### src/rtl/tdc_uart_packetizer.sv
// rtl/tdc_uart_packetizer.sv - buffers 40-bit TDC words in a FIFO and sends each as an 8N1 UART byte packet (optional XOR checksum byte via TDC_PKT_CHECKSUM_EN)
module tdc_uart_packetizer #(
  parameter int CLKS_PER_BIT = 868,
  parameter int FIFO_DEPTH   = 4
) (
  input  logic                          clk,
  input  logic                          reset,
  input  logic [39:0]                   data,
  input  logic                          valid,
  output logic                          tx,
  output logic                          busy,
  output logic                          overflow,
  output logic [$clog2(FIFO_DEPTH):0]   fifo_count
);

  localparam int PW = $clog2(FIFO_DEPTH);
`ifdef TDC_PKT_CHECKSUM_EN
  localparam int NBYTES = 6;
`else
  localparam int NBYTES = 5;
`endif
  localparam int SW = NBYTES * 8;

  localparam logic [15:0]   BIT_LAST  = 16'(CLKS_PER_BIT - 1);
  localparam logic [2:0]    BYTE_LAST = 3'(NBYTES - 1);
  localparam logic [PW:0]   DEPTH_C   = (PW + 1)'(FIFO_DEPTH);
  localparam logic [PW:0]   CNT_ONE   = 1;
  localparam logic [PW-1:0] PTR_ONE   = 1;

  typedef enum logic [1:0] {S_IDLE, S_START, S_DATA, S_STOP} state_t;

  logic [39:0]   mem_q [FIFO_DEPTH];
  logic [PW-1:0] wr_ptr_q, rd_ptr_q;
  logic [PW:0]   count_q, count_d;
  logic          overflow_q;

  state_t        state_q;
  logic [15:0]   baud_q;
  logic [2:0]    bit_idx_q;
  logic [2:0]    byte_idx_q;
  logic [SW-1:0] shift_q;
  logic          tx_q;

  logic          pop;
  logic          push;
  logic          bit_end;
  logic [7:0]    cur_byte;
  logic [2:0]    next_bit_idx;
  logic [39:0]   head_word;
  logic [SW-1:0] load_word;

  // The head is only popped from IDLE, so a word written this cycle is seen at the earliest next cycle.
  assign pop          = (state_q == S_IDLE) && (count_q != '0);
  assign push         = valid && ((count_q != DEPTH_C) || pop);
  assign bit_end      = (baud_q == BIT_LAST);
  assign cur_byte     = shift_q[SW-1 -: 8];
  assign next_bit_idx = bit_idx_q + 3'd1;
  assign head_word    = mem_q[rd_ptr_q];

`ifdef TDC_PKT_CHECKSUM_EN
  assign load_word = {head_word, head_word[39:32] ^ head_word[31:24] ^ head_word[23:16]
                                 ^ head_word[15:8] ^ head_word[7:0]};
`else
  assign load_word = head_word;
`endif

  // Occupancy next-state: simultaneous push and pop leave the count unchanged.
  always_comb begin
    count_d = count_q;
    if (push && !pop) begin
      count_d = count_q + CNT_ONE;
    end else if (pop && !push) begin
      count_d = count_q - CNT_ONE;
    end
  end

  // FIFO storage; contents need no reset since the pointers define validity.
  always_ff @(posedge clk) begin
    if (push) begin
      mem_q[wr_ptr_q] <= data;
    end
  end

  // FIFO pointers, occupancy and the sticky dropped-word flag.
  always_ff @(posedge clk or posedge reset) begin
    if (reset) begin
      wr_ptr_q   <= '0;
      rd_ptr_q   <= '0;
      count_q    <= '0;
      overflow_q <= 1'b0;
    end else begin
      if (push) begin
        wr_ptr_q <= wr_ptr_q + PTR_ONE;
      end
      if (pop) begin
        rd_ptr_q <= rd_ptr_q + PTR_ONE;
      end
      count_q <= count_d;
      if (valid && !push) begin
        overflow_q <= 1'b1;
      end
    end
  end

  // UART framer: tx is registered and updated together with each state change.
  always_ff @(posedge clk or posedge reset) begin
    if (reset) begin
      state_q    <= S_IDLE;
      baud_q     <= '0;
      bit_idx_q  <= '0;
      byte_idx_q <= '0;
      shift_q    <= '0;
      tx_q       <= 1'b1;
    end else begin
      case (state_q)
        S_IDLE: begin
          tx_q <= 1'b1;
          if (pop) begin
            shift_q    <= load_word;
            byte_idx_q <= '0;
            baud_q     <= '0;
            tx_q       <= 1'b0;
            state_q    <= S_START;
          end
        end
        S_START: begin
          if (bit_end) begin
            baud_q    <= '0;
            bit_idx_q <= '0;
            tx_q      <= cur_byte[0];
            state_q   <= S_DATA;
          end else begin
            baud_q <= baud_q + 16'd1;
          end
        end
        S_DATA: begin
          if (bit_end) begin
            baud_q <= '0;
            if (bit_idx_q == 3'd7) begin
              tx_q    <= 1'b1;
              state_q <= S_STOP;
            end else begin
              bit_idx_q <= next_bit_idx;
              tx_q      <= cur_byte[next_bit_idx];
            end
          end else begin
            baud_q <= baud_q + 16'd1;
          end
        end
        S_STOP: begin
          if (bit_end) begin
            baud_q <= '0;
            if (byte_idx_q != BYTE_LAST) begin
              byte_idx_q <= byte_idx_q + 3'd1;
              shift_q    <= {shift_q[SW-9:0], 8'h00};
              tx_q       <= 1'b0;
              state_q    <= S_START;
            end else begin
              tx_q    <= 1'b1;
              state_q <= S_IDLE;
            end
          end else begin
            baud_q <= baud_q + 16'd1;
          end
        end
        default: begin
          tx_q    <= 1'b1;
          state_q <= S_IDLE;
        end
      endcase
    end
  end

  assign tx         = tx_q;
  assign busy       = (state_q != S_IDLE) || (count_q != '0);
  assign overflow   = overflow_q;
  assign fifo_count = count_q;

endmodule

### config.mk
export PLATFORM = sky130hd
export DESIGN_NAME = tdc_uart_packetizer
export DESIGN_NICKNAME = d
export VERILOG_FILES = /design/src/rtl/tdc_uart_packetizer.sv
export SDC_FILE = /design/constraint.sdc
export NUM_CORES = 1
export LEC_CHECK = 0
export CORE_MARGIN = 3
export CORE_UTILIZATION = 25
export CTS_BUF_LIST = sky130_fd_sc_hd__clkbuf_8
export DETAILED_ROUTE_END_ITERATION = 8
export GPL_TIMING_DRIVEN = 0
export PLACE_DENSITY_LB_ADDON = 0.3
export SYNTH_ARGS = -nofsm -noshare
export SYNTH_HDL_FRONTEND = slang
export SYNTH_SLANG_ARGS = --single-unit
### constraint.sdc
create_clock -name clk -period 3.9 [get_ports clk]
set_clock_uncertainty 0.05 [all_clocks]
set_input_delay 0.585 -clock clk [delete_from_list [all_inputs] [get_ports clk]]
set_output_delay 0.585 -clock clk [all_outputs]
set_load 0.02 [all_outputs]
After elaboration in Yosys (flattened, before gate mapping)
Memories as Yosys holds them, arrays and structs flattened.
Index checks and enable logic that the tools add are counted.
{ "word_totals": {"ff_bits": 73, "ramBits": 160, "out_inout_bits": 6, "elab_cells": 88, "n_memories": 1} }
{ "memory_table": {"columns": ["name", "words", "width", "read_ports", "rd_ports_with_merged_regs", "write_ports", "line", "text"], "rows": [
  ["mem_q", 4, 40, 1, 0, 1, "32", "logic [39:0] mem_q [FIFO_DEPTH];"]
]} }
{ "op_classes": {"add_sub_neg": 7, "order_cmp": 1, "eq_ne": 14, "mux": 35, "n_reduce_logical": 20} }
{ "op_table": {"columns": ["cell", "count"], "rows": [
  ["2-to-1 mux 40 bit", 3],
  ["one-hot mux 40 bit (2 select lines)", 1],
  ["2-to-1 mux 16 bit", 2],
  ["one-hot mux 16 bit (2 select lines)", 1],
  ["2-to-1 mux 3 bit", 8],
  ["adder 16 x 1 -> 16 bit, second input constant", 1],
  ["== test 16 x 10 -> 1 bit, second input constant", 1],
  ["inequality test 2 bit, second input constant", 7],
  ["one-hot mux 3 bit (2 select lines)", 2],
  ["2-to-1 mux 1 bit", 10],
  ["2-to-1 mux 2 bit", 5],
  ["adder 3 x 1 -> 3 bit, second input constant", 3],
  ["one-hot mux 2 bit (4 select lines)", 1],
  ["AND reduction 4 bit", 2],
  ["nonzero test 2 bit", 4],
  ["inequality test 3 bit, second input constant", 2],
  ["logical AND 1 bit", 5],
  ["AND reduction 5 bit", 1],
  ["adder 2 x 1 -> 2 bit, second input constant", 2],
  ["== test 2 bit, second input constant", 2],
  ["< comparator 3 x 4 -> 1 bit, second input constant", 1],
  ["one-hot mux 1 bit (4 select lines)", 1],
  ["binary-select mux 1 bit (select 3 bit)", 1],
  ["== test 3 bit, second input constant", 1],
  ["8 further kinds", 10]
]} }

Logic depth before layout (Yosys ltp)
{ "depth": {"ltp_word": 8, "depth_mapped": 12, "mapped_depth_nobuf": 10} }

Least setup slack after synthesis
No wires, ideal clock.
{ "synth_timing": {"kind": "register to register", "start": "reg state_q[0]", "end": "mem mem_q[0][0] (enable)", "setup_time_ns": 0.401, "t_arrival_ns": 2.350, "t_required_ns": 3.449, "slack_ns": 1.099, "path_stages_with_launch": 8, "period_less_slack_ns": 2.801, "path_cell_list": "dfrtp_1 -> inv_1 -> ha_1 -> clkbuf_1 -> nor4b_1 -> nor2b_1 -> clkbuf_1 -> and2_1"} }
{ "synth_via": {"elab_chain_cells": 6} }
{ "synth_lines": {"columns": ["item", "line", "text"], "rows": [
  ["start: declaration", "37", "state_t state_q;"],
  ["start signal: assignment", "108", "state_q <= S_IDLE;"],
  ["start signal: assignment", "123", "state_q <= S_START;"],
  ["start signal: assignment", "131", "state_q <= S_DATA;"],
  ["logical NOT 2 bit", "53", "assign pop = (state_q == S_IDLE) && (count_q != '0);"],
  ["logical AND 1 bit", "53", null],
  ["logical OR 1 bit", "54", "assign push = valid && ((count_q != DEPTH_C) || pop);"],
  ["logical AND 1 bit", "54", null],
  ["named net push", "45", "logic push;"],
  ["2-to-1 mux 1 bit", "79", "if (push) begin"],
  ["2-to-1 mux 1 bit (not written as such)", "80", "mem_q[wr_ptr_q] <= data;"],
  ["end: declaration", "32", null]
]} }
The timed path passes the listed nets, and every way through them passes these cells.

Worst setup path in the final report
{ "layout_timing": {"start": "reg state_q[0]", "end": "out busy"} }
{ "layout_via": {"elab_chain_cells": 2} }
{ "layout_lines": {"columns": ["item", "line", "text"], "rows": [
  ["nonzero test 2 bit", "175", "assign busy = (state_q != S_IDLE) || (count_q != '0);"],
  ["logical OR 1 bit", "175", null],
  ["end: declaration", "11", "output logic busy,"]
]} }
Every way passes these cells.

==> flow_summary.json <==
{
  "final_cell_mix": "edfxtp_1 (160), dfrtp_1 (72), nor2_1 (48), clkdlybuf4s50_1 (48), clkbuf_8 (47)",
  "worst_hold_slack_ps": 289,
  "yosys.area_share.adder_pct": 2.14,
  "timing.fmax_mhz": 293,
  "io_pins": 49,
  "placed_cell_area_um2": 10900,
  "grt_pass1_wl_um": 35600,
  "synthTopCellsByArea": "edfxtp_1 (50%), dfrtp_1 (19%), mux4_2 (9.8%)",
  "maxCapViolCount": 0,
  "path_class": "flip-flop to output pin",
  "clk_pin_slew_ps": 60,
  "area_growth_pct": 21.1,
  "setup_violations": 0,
  "synth_compound_area_share_pct": 8.64,
  "p_seq_share_pct": 41.3,
  "pwr-share-clk_pct": 25.7,
  "cp_data_arrival_time_ps": 2780,
  "crit_path_max_fanout": 9,
  "required_ps": 3260,
  "clk_latency_ps": 550,
  "synth_edf_count": 160,
  "yosysSeqAreaShare_pct": 68.4,
  "cts_tree": "built",
  "p_total_mw": 8.59,
  "initial_core_util_pct": 25.6,
  "grt_usage_pct": 11.0,
  "synthCells": 623,
  "wl_per_cell_um": 17.5,
  "instances_no_fill": 1263,
  "fill_cells": 3793,
  "fin_setup_tns_ps": 0,
  "pwr-share-comb_pct": 33.0,
  "cts_resized": 0,
  "core_um2": 37900,
  "power_switching_mw": 2.88,
  "postLayoutCellArea_um2": 11700,
  "finalCriticalPeriod_ps": 3410,
  "critPathLaunchType": "flip-flop",
  "power_density_nw_per_um2": 732,
  "hold_violations": 0,
  "async_flop_share_pct": 31.3,
  "final-max-slew-violation-count": 0,
  "die_x_um": 203,
  "vias": 5699,
  "post-place-ws_ps": 813,
  "ys_seq_elements": 233,
  "first_pass_iters": 5,
  "synth_cell_types": 53,
  "layout_commonest_cell": "edfxtp_1",
  "place_inst": 1187,
  "drive_gt1_share_pct": 17.6,
  "dp_hpwl_um": 14500,
  "maxSlewHeadroom_pct": 32.3,
  "reg2reg_to": "shift_q[39]$_DFFE_PP0P_",
  "cts.path.max_buffers": 3,
  "synth_top_family_by_area": "multiplexers",
  "ff2ff_path_depth": 5,
  "period_share_pct": 87.5,
  "hold_path.class": "input pin to async pin",
  "swShare_pct": 33.5,
  "utilization_pct": 31.0,
  "synth_top_cell_area_share_pct": 49.5,
  "viasPerCell": 4.51,
  "syn-mean-instance-area_um2": 15.6,
  "drc": 0,
  "r2r_start": "baud_q[0]$_DFFE_PP0P_",
  "yosysTopAreaCell": "edfxtp_1",
  "globalplace.congestion": 0.762,
  "synth_ff_type": "edfxtp_1",
  "netlist_area_um2": 9700,
  "grt_pass1_vias": 6065,
  "rsz0062_at_grt": "false",
  "die-area_um2": 41200,
  "synth.area.mux_share_pct": 10.2,
  "first_iter_violations": 391,
  "syn_nets": 682,
  "totalWireLength_um": 22100,
  "fin_nets": 778,
  "reg2reg_slack_ps": 870,
  "yosys.area_share.simple_pct": 7.06,
  "cellLeakagePower_nw": 4.06,
  "antenna_cells": 0,
  "clock-sinks": 233,
  "cts_buffers": 41,
  "rows": 71,
  "layout_setup_ws_ps": 487,
  "die_h_um": 203,
  "synth_xor_area_share_pct": 0.903,
  "antenna_found_initial": 0,
  "grt_start_max_net_pins": 58,
  "end_kind": "output pin",
  "irDropWorstVdd_mv": 0.210,
  "io_buffers": 48,
  "overflow": 0,
  "regArea_um2": 6630,
  "h-tree-depth": 2,
  "ant_nets": 0,
  "yosys_warnings": 0,
  "hold_buffers": 0,
  "intPower_mw": 5.71,
  "status": "completed",
  "cts_root_buf": "clkbuf_8",
  "cts_setup_buffers": 0,
  "multi_input_area_um2": 2810,
  "worstMarginPinSlew_ps": 1010
}
[cells in the mapped netlist (all sizes together), types with 3 or more instances]
cell type	number
clkbuf	25
edfxtp	160
nor3	3
nand2b	4
o221ai	3
a2bb2oi	5
o211ai	3
nand2	28
or3	7
mux4	42
and2	5
mux2	3
a21oi	12
nor4	6
nor2	48
o22a	8
ha	15
a22o	4
inv	25
dfrtp	72
xnor2	8
nand4	3
nand3	12
or4	6
o22ai	19
o21ai	27
buf	13
a31oi	12
a221oi	19
[area by class of cell]
cell class | count | share of cell area (%)
clock inverters | 29 | 1.37
inverters | 26 | 0.852
clock buffers | 47 | 5.51
flip-flops and latches | 233 | 56.5
repair buffers | 53 | 5.01
well taps | 511 | 5.44
multi-input cells | 326 | 24.0
plain buffers | 38 | 1.37
[worst max-delay path, cell delays in order (launching register included)]
cell and delay (ps):
dfrtp_1 430, inv_1 130, ha_1 190, nor4b_2 410, clkinv_1 410, clkdlybuf4s50_1 660
[power groups by stage]
stage / clock network, mW / registers, mW / logic, mW
after floorplan: 0 / 3.56 / 1.98
after global placement: 0 / 3.61 / 2.82
after detailed placement: 0 / 3.60 / 2.90
after CTS: 2.28 / 3.55 / 2.91
after global routing: 2.42 / 3.61 / 3.16
final: 2.21 / 3.55 / 2.84
[registers in the layout, summed over array words and instances, names as in the netlist]
register	count
fifo_count	3
baud_q	16
bit_idx_q	3
rd_ptr_q	2
mem_q	160
state_q	2
shift_q	40
overflow	1
tx	1
wr_ptr_q	2
byte_idx_q	3
[per-layer routing]
metal	part of all wire, %	global-route usage (%)
met1	46	15.1
met2	47	17.4
met5	0	0
met4	1.8	2.99
met3	4.7	2.71
[cell families (layout without fill, tap and decap cells)]
group / after synthesis / after routing
AO/OA/AOI/OAI: 119 / 119
AND/OR/NAND/NOR: 135 / 135
buffers and inverters: 64 / 193
adder cells (fa/ha/maj): 16 / 16
XOR/XNOR: 10 / 10
flip-flops: 233 / 233
multiplexers: 46 / 46
[worst max path at each step]
stage	slack, ps	to	depth (start not counted)	startpoint
detailed placement	810	shift_q[39]$_DFFE_PP0P_	5	baud_q[0]$_DFFE_PP0P_
floorplan	1100	mem_q[0][0]$_DFFE_PP_	7	state_q[0]$_DFFE_PP0P_
CTS	430	busy	5	state_q[0]$_DFFE_PP0P_
finish	490	busy	5	state_q[0]$_DFFE_PP0P_
global route	230	busy	5	state_q[0]$_DFFE_PP0P_
global placement	-160	shift_q[28]$_DFFE_PP0P_	2	reset
Note: power is estimated with default switching activity, not from simulation.
